$ cat config.mk
export PLATFORM = sky130hd
export DESIGN_NAME = logic_chain_puzzle
export DESIGN_NICKNAME = d
export VERILOG_FILES = /design/src/rtl/lcp_pkg.sv /design/src/rtl/lcp_calc.sv /design/src/rtl/logic_chain_puzzle.sv
export SDC_FILE = /design/constraint.sdc
export NUM_CORES = 1
export LEC_CHECK = 0
export CORE_MARGIN = 2
export CORE_UTILIZATION = 60
export CTS_CLUSTER_SIZE = 24
export DETAILED_ROUTE_END_ITERATION = 7
export PLACE_DENSITY = 0.83
export SKIP_CTS_REPAIR_TIMING = 1
export SLEW_MARGIN = 40
export SYNTH_ARGS = -nofsm -noshare
export SYNTH_HDL_FRONTEND = slang
export SYNTH_SLANG_ARGS = --single-unit
$ cat constraint.sdc
create_clock -name clk -period 17.5 [get_ports clk]
set_clock_uncertainty 0.1 [all_clocks]
set_input_delay 3.5 -clock clk [delete_from_list [all_inputs] [get_ports clk]]
set_output_delay 3.5 -clock clk [all_outputs]
set_load 0.02 [all_outputs]
$ cat src/rtl/lcp_pkg.sv
`default_nettype none
// ============================================================================
// Module      : lcp_pkg
// Description : Shared types and key codes for the logic-chain puzzle stage.
// Revision    : 1.0 - initial release
// ============================================================================
package lcp_pkg;

    typedef enum logic [1:0] {
        OP_AND  = 2'd0,
        OP_OR   = 2'd1,
        OP_XOR  = 2'd2,
        OP_XNOR = 2'd3
    } op_e;

    typedef enum logic [2:0] {
        ST_IDLE = 3'd0,
        ST_INV  = 3'd1,
        ST_OP   = 3'd2,
        ST_ROT  = 3'd3,
        ST_DONE = 3'd4
    } state_e;

    localparam logic [3:0] c_key_submit = 4'd0;
    localparam logic [3:0] c_key_star   = 4'd10;
    localparam logic [3:0] c_key_hash   = 4'd11;

    // Power-on operand pattern, truncated by the caller to the operand width.
    function automatic logic [7:0] init_num(input int k);
        return 8'h12 + 8'h22 * 8'(k);
    endfunction

endpackage
`default_nettype wire

$ cat src/rtl/lcp_calc.sv
`default_nettype none
// ============================================================================
// Module      : lcp_calc
// Description : Combinational left-to-right operator chain, no carries.
// Revision    : 1.0 - initial release
// ============================================================================
module lcp_calc
    import lcp_pkg::*;
#(
    parameter int WIDTH    = 8,
    parameter int N_STAGES = 8
) (
    input  logic [N_STAGES:0][WIDTH-1:0] i_nums,
    input  logic [N_STAGES-1:0][1:0]     i_ops,
    input  logic [N_STAGES-1:0]          i_dip_sw,
    output logic [WIDTH-1:0]             o_result
);

    logic [WIDTH-1:0] w_acc;

    always_comb begin
        w_acc = i_nums[0];
        for (int i = 0; i < N_STAGES; i++) begin
            if (i_dip_sw[i]) begin
                case (op_e'(i_ops[i]))
                    OP_AND:  w_acc = w_acc & i_nums[i+1];
                    OP_OR:   w_acc = w_acc | i_nums[i+1];
                    OP_XOR:  w_acc = w_acc ^ i_nums[i+1];
                    default: w_acc = ~(w_acc ^ i_nums[i+1]);
                endcase
            end
        end
    end

    assign o_result = w_acc;

endmodule
`default_nettype wire

$ cat src/rtl/logic_chain_puzzle.sv
`default_nettype none
// ============================================================================
// Module      : logic_chain_puzzle
// Description : Keypad-driven logic-chain puzzle; optional one-level undo
//               on '#' when LCP_UNDO_EN is defined.
// Revision    : 1.0 - initial release
// ============================================================================
module logic_chain_puzzle
    import lcp_pkg::*;
#(
    parameter int               WIDTH     = 8,
    parameter int               N_STAGES  = 8,
    parameter int               MAX_MOVES = 12,
    parameter logic [WIDTH-1:0] TARGET    = {WIDTH{1'b1}}
) (
    input  logic                clk,
    input  logic                rst_n,
    input  logic                enable,
    input  logic [N_STAGES-1:0] dip_sw,
    input  logic                key_valid,
    input  logic [3:0]          key_value,
    output logic [31:0]         seg_data,
    output logic [7:0]          led_out,
    output logic                clear,
    output logic                fail,
    output logic                correct
);

    logic [N_STAGES:0][WIDTH-1:0] r_nums, w_nums, w_init;
    logic [N_STAGES-1:0][1:0]     r_ops, w_ops;
    state_e                       r_state, w_state;
    logic [3:0]                   r_count, w_count;
    logic                         r_clear, r_fail, r_correct;
    logic                         w_clear, w_fail, w_correct;
    logic [7:0]                   r_led, w_led;
    logic [WIDTH-1:0]             w_result;
    logic [3:0]                   w_idx;
    logic                         w_is_sel, w_edit_mode, w_in_range;
`ifdef LCP_UNDO_EN
    logic                         r_snap_valid, w_snap_valid;
    logic                         r_snap_op, w_snap_op;
    logic [3:0]                   r_snap_idx, w_snap_idx;
    logic [7:0]                   r_snap_val, w_snap_val;
`endif

    for (genvar gk = 0; gk <= N_STAGES; gk++) begin : g_init
        localparam logic [7:0] c_init = init_num(gk);
        assign w_init[gk] = c_init[WIDTH-1:0];
    end

    lcp_calc #(.WIDTH(WIDTH), .N_STAGES(N_STAGES)) u_calc (
        .i_nums   (r_nums),
        .i_ops    (r_ops),
        .i_dip_sw (dip_sw),
        .o_result (w_result)
    );

    function automatic logic [WIDTH-1:0] rotl1(input logic [WIDTH-1:0] x);
        return (x << 1) | (x >> (WIDTH - 1));
    endfunction

    assign w_idx       = key_value - 4'd1;
    assign w_is_sel    = (key_value >= 4'd1) && (key_value <= 4'd9);
    assign w_edit_mode = (r_state == ST_INV) || (r_state == ST_OP) || (r_state == ST_ROT);
    assign w_in_range  = (r_state == ST_OP) ? (key_value <= 4'(N_STAGES))
                                            : (key_value <= 4'(N_STAGES + 1));

    always_comb begin
        w_nums    = r_nums;
        w_ops     = r_ops;
        w_state   = r_state;
        w_count   = r_count;
        w_clear   = 1'b0;
        w_fail    = 1'b0;
        w_correct = 1'b0;
`ifdef LCP_UNDO_EN
        w_snap_valid = r_snap_valid;
        w_snap_op    = r_snap_op;
        w_snap_idx   = r_snap_idx;
        w_snap_val   = r_snap_val;
`endif
        if (enable && key_valid && (r_state != ST_DONE)) begin
            if (key_value == c_key_star) begin
                case (r_state)
                    ST_IDLE: w_state = ST_INV;
                    ST_INV:  w_state = ST_OP;
                    ST_OP:   w_state = ST_ROT;
                    default: w_state = ST_IDLE;
                endcase
            end else if (key_value == c_key_submit) begin
                if (w_result == TARGET) begin
                    w_clear   = 1'b1;
                    w_correct = 1'b1;
                    w_state   = ST_DONE;
                end else begin
                    w_fail  = 1'b1;
                    w_state = ST_IDLE;
                    w_count = 4'd0;
                end
`ifdef LCP_UNDO_EN
                w_snap_valid = 1'b0;
`endif
            end else if (w_is_sel && w_edit_mode && w_in_range) begin
                if (r_count == 4'(MAX_MOVES)) begin
                    w_fail = 1'b1;
                end else begin
                    w_count = r_count + 4'd1;
`ifdef LCP_UNDO_EN
                    w_snap_valid = 1'b1;
                    w_snap_op    = (r_state == ST_OP);
                    w_snap_idx   = w_idx;
`endif
                    if (r_state == ST_OP) begin
                        for (int k = 0; k < N_STAGES; k++) begin
                            if (w_idx == 4'(k)) begin
                                w_ops[k] = r_ops[k] + 2'd1;
`ifdef LCP_UNDO_EN
                                w_snap_val = {6'd0, r_ops[k]};
`endif
                            end
                        end
                    end else begin
                        for (int k = 0; k <= N_STAGES; k++) begin
                            if (w_idx == 4'(k)) begin
                                w_nums[k] = (r_state == ST_INV) ? ~r_nums[k] : rotl1(r_nums[k]);
`ifdef LCP_UNDO_EN
                                w_snap_val = 8'(r_nums[k]);
`endif
                            end
                        end
                    end
                end
            end
`ifdef LCP_UNDO_EN
            else if ((key_value == c_key_hash) && r_snap_valid) begin
                w_count      = r_count - 4'd1;
                w_snap_valid = 1'b0;
                if (r_snap_op) begin
                    for (int k = 0; k < N_STAGES; k++)
                        if (r_snap_idx == 4'(k)) w_ops[k] = r_snap_val[1:0];
                end else begin
                    for (int k = 0; k <= N_STAGES; k++)
                        if (r_snap_idx == 4'(k)) w_nums[k] = r_snap_val[WIDTH-1:0];
                end
            end
`endif
        end

        w_led = {4'(MAX_MOVES) - w_count, 4'b0000};
        case (w_state)
            ST_INV:  w_led[2:0] = 3'b001;
            ST_OP:   w_led[2:0] = 3'b010;
            ST_ROT:  w_led[2:0] = 3'b100;
            default: w_led[2:0] = 3'b000;
        endcase
    end

    // led_out is registered so it reads zero while reset is held.
    always_ff @(posedge clk or negedge rst_n) begin
        if (!rst_n) begin
            r_nums    <= w_init;
            r_ops     <= '0;
            r_state   <= ST_IDLE;
            r_count   <= 4'd0;
            r_clear   <= 1'b0;
            r_fail    <= 1'b0;
            r_correct <= 1'b0;
            r_led     <= 8'd0;
`ifdef LCP_UNDO_EN
            r_snap_valid <= 1'b0;
            r_snap_op    <= 1'b0;
            r_snap_idx   <= 4'd0;
            r_snap_val   <= 8'd0;
`endif
        end else begin
            r_nums    <= w_nums;
            r_ops     <= w_ops;
            r_state   <= w_state;
            r_count   <= w_count;
            r_clear   <= w_clear;
            r_fail    <= w_fail;
            r_correct <= w_correct;
            r_led     <= w_led;
`ifdef LCP_UNDO_EN
            r_snap_valid <= w_snap_valid;
            r_snap_op    <= w_snap_op;
            r_snap_idx   <= w_snap_idx;
            r_snap_val   <= w_snap_val;
`endif
        end
    end

    for (genvar gi = 0; gi < 8; gi++) begin : g_seg
        if (gi < WIDTH) begin : g_bit
            assign seg_data[4*gi +: 4] = enable ? {3'b000, w_result[gi]} : 4'h0;
        end else begin : g_pad
            assign seg_data[4*gi +: 4] = 4'h0;
        end
    end

    assign led_out = r_led;
    assign clear   = r_clear & enable;
    assign fail    = r_fail & enable;
    assign correct = r_correct & enable;

endmodule
`default_nettype wire

==> results by group <==
Logic synthesis
  • Cells after synthesis: 1342
  • Main combinational cell family by area after synthesis: compound AO/OA/AOI/OAI gates
  • Top FF cell, synth: dfrtp_1
  • EDFF count, synth: 0
  • Simple-Gate Fraction of Synth Area: 18.1%
  • Syn avg cell area: 7.83 um2
  • Largest area contributor in the netlist: ha_1
  • Area share of the largest cell type after synthesis: 19.4%
  • Yosys warnings: 0
  • Adder-cell share of the synthesized area: 19.4%
  • Mux share of post-synthesis cell area: 2.05%
  • Unique masters post-synth: 82
  • Post-synthesis sequential area ratio: 24.9%
  • Ys async rst share: 100%
  • Post-synthesis cell area: 10500 um2
  • XOR/XNOR Fraction of Synth Area: 1.00%
  • Compound-Gate Fraction of Synth Area: 23.8%
  • Register bit total from synthesis: 103
  • Synth top area cells: ha_1 19%, dfrtp_1 17%, dfstp_2 7.5%, nand2_1 6.5%, inv_1 5.7%

Critical path
  • Setup crit end kind: output port
  • Required time of the critical path: 13900 ps
  • CP max-delay cell: clkdlybuf4s50_1
  • Critical path buffers and inverters: 8
  • Max incr delay on CP: 630 ps
  • Worst EP arrival: 12790 ps
  • Worst Path Max Fanout: 18
  • FF-to-FF Start: r_ops[0]
  • Top delay family on crit path: compound AO/OA/AOI/OAI gates
  • Crit path launch: dip_sw[0]
  • Most frequent CP cell: ha_1
  • Crit start category: primary input
  • Critical path type: primary input to output port

Pwr
  • Sw frac: 37.7%
  • Psw: 262 uW
  • P_int: 433 uW
  • Seq pwr share: 40.8%
  • Logic pwr share: 28.4%
  • Pwr per Cell Area: 62.6 nW/um2
  • Total power: 695 uW
  • Clock network fraction of design power: 30.8%
  • Peak supply drop: 75.8 uV
  • Leakage power: 4.75 nW

Detailed routing
  • Routed wl met2: 10900 um
  • Met3 wire length: 1250 um
  • Drt initial violations: 696
  • Top sig layer: met4
  • Drt wl/cell: 15.4 um
  • Vias: 9102
  • Wl on met1: 11000 um
  • Vias per cell: 5.90
  • First drt pass iteration count: 5
  • Final ANT Viol Nets: 0
  • Routed WL: 23700 um
  • DRC Markers: 0

STA
  • Setup violators final: 0
  • Worst setup margin: 1110 ps
  • Max transition margin: 49.2%
  • Slew @ Worst Pin: 760 ps
  • Hold Violations, Final: 0
  • Minimum clock period: 16390 ps
  • Slew Viols, Final: 0
  • RSZ-0062 raised after global routing: no
  • F_max: 61.0 MHz
  • Final TNS setup: 0 ps
  • Hold_ws: 413 ps
  • Crit share post-route: 93.7%

Global routing
  • Total gr overflow: 0
  • Initial antenna violation count: 0
  • Pin count of the biggest net entering global routing: 97
  • Vias in the first global route: 8230
  • Global-route usage over all layers: 26.4%
  • First-pass GRT wire length: 39700 um

Cells and area
  • Layout cells sized above 1: 6.68%
  • Final #Nets: 1491
  • Commonest non-fill, non-tap cells in the layout: 182 x nand2_1, 163 x ha_1, 160 x inv_1
  • Area grow syn2layout: 5.57%
  • Multi-input gate area: 6900 um2
  • Fillers: 1449
  • Most common cell after layout, fill and taps aside: nand2_1
  • N_diodes: 0
  • Post-route insts no fill: 1542
  • Sequential cell area: 2620 um2

Clock network
  • CTS tree: yes
  • CTS H-tree lvls: 3
  • Root Buffer: clkbuf_16
  • Clock sinks: 103
  • Num CTS Buffers: 9
  • Clk_lat worst skew: 380 ps
  • Clock Path Buffers: 2
  • CTS clock-pin slew for the worst setup and hold paths: 80 ps

Floorplanning
  • Die Y: 136 um
  • Core footprint: 17200 um2
  • Initial Utilization: 61.0%
  • Die Wd: 136 um
  • # IOs: 59
  • Placement Rows: 48
  • DIE AREA: 18600 um2

Hold path
  • HP Start: r_nums[29]
  • Hold Path Class: flop to flop

Flow run
  • Max-cap violation count: 0

Place
  • Pre-CTS WS: 837 ps
  • Gpl congestion: 0.970
  • Placed wire-length estimate: 17400 um
  • Dpl cells: 1523
  • # port buffers: 33

Outcome
  • Status: completed
-- state kept, by name, indices dropped and copies added (netlist names) --
signal and cells:
led_out 6, r_correct 1, r_state 3, r_count 4, r_ops 16, r_fail 1
r_nums 72
-- stage by stage --
step / util, % / cell area, um2
after global routing: 64.4 / 11100
after detailed placement: 62.2 / 10700
final: 64.4 / 11100
after floorplan: - / 10600
after global placement: 62.2 / 10700
after CTS: 64.1 / 11000
-- power groups by stage --
stage	sequential [mW]	combinational, mW	clock, mW
2_1_floorplan	0.285	0.142	0
3_3_place_gp	0.286	0.187	0
3_5_place_dp	0.287	0.194	0
4_1_cts	0.283	0.196	0.220
5_1_grt	0.287	0.222	0.229
6_report	0.283	0.197	0.214
-- routing by layer --
layer	GRT usage (%)	vias to the layer above
met5	0	-
met4	9.43	0
met3	4.14	38
met2	41.7	241
met1	36.6	4309
li1	-	4514
-- synthesized netlist by cell type (all sizes together) (15+ instances only) --
library cell	n
nand2	183
ha	163
inv	162
o21ai	111
a21oi	99
nor3	81
dfrtp	73
clkbuf	55
buf	48
nor2b	40
dfstp	30
nor2	30
a22o	29
and2	18
o311ai	17
nand2b	16
o31ai	16
nand3	15
-- area by class of cell --
type / instances / share of cell area [%]
clock buffer: 9 / 2.03
clock inverter: 7 / 0.857
inverter: 163 / 5.51
multi-input combinational: 997 / 62.1
sequential: 103 / 23.6
tap: 225 / 2.54
timing repair buffer: 38 / 3.38
-- cell families after synthesis --
group,after synthesis
AND/OR/NAND/NOR,403
buffers and inverters,266
AO/OA/AOI/OAI,374
XOR/XNOR,12
flip-flops,103
adder cells (fa/ha/maj),163
multiplexers,20
other,1
-- worst min-delay path: stages, from the launching register on --
cell and delay [ps]:
dfstp_2 400, nand2_1 50, o21ai_0 60
-- final timing paths --
path,end,slack [ps],depth (start not counted)
worst max-delay path,seg_data[24],1110,45
worst min register to register,r_nums[30],410,2
worst min-delay path,r_nums[30],410,2
max in group asynchronous,r_nums[41],13350,2
worst max register to register,led_out[6],6740,45
min in group asynchronous,r_nums[11],2910,1
(Power assumes the default switching activity.)
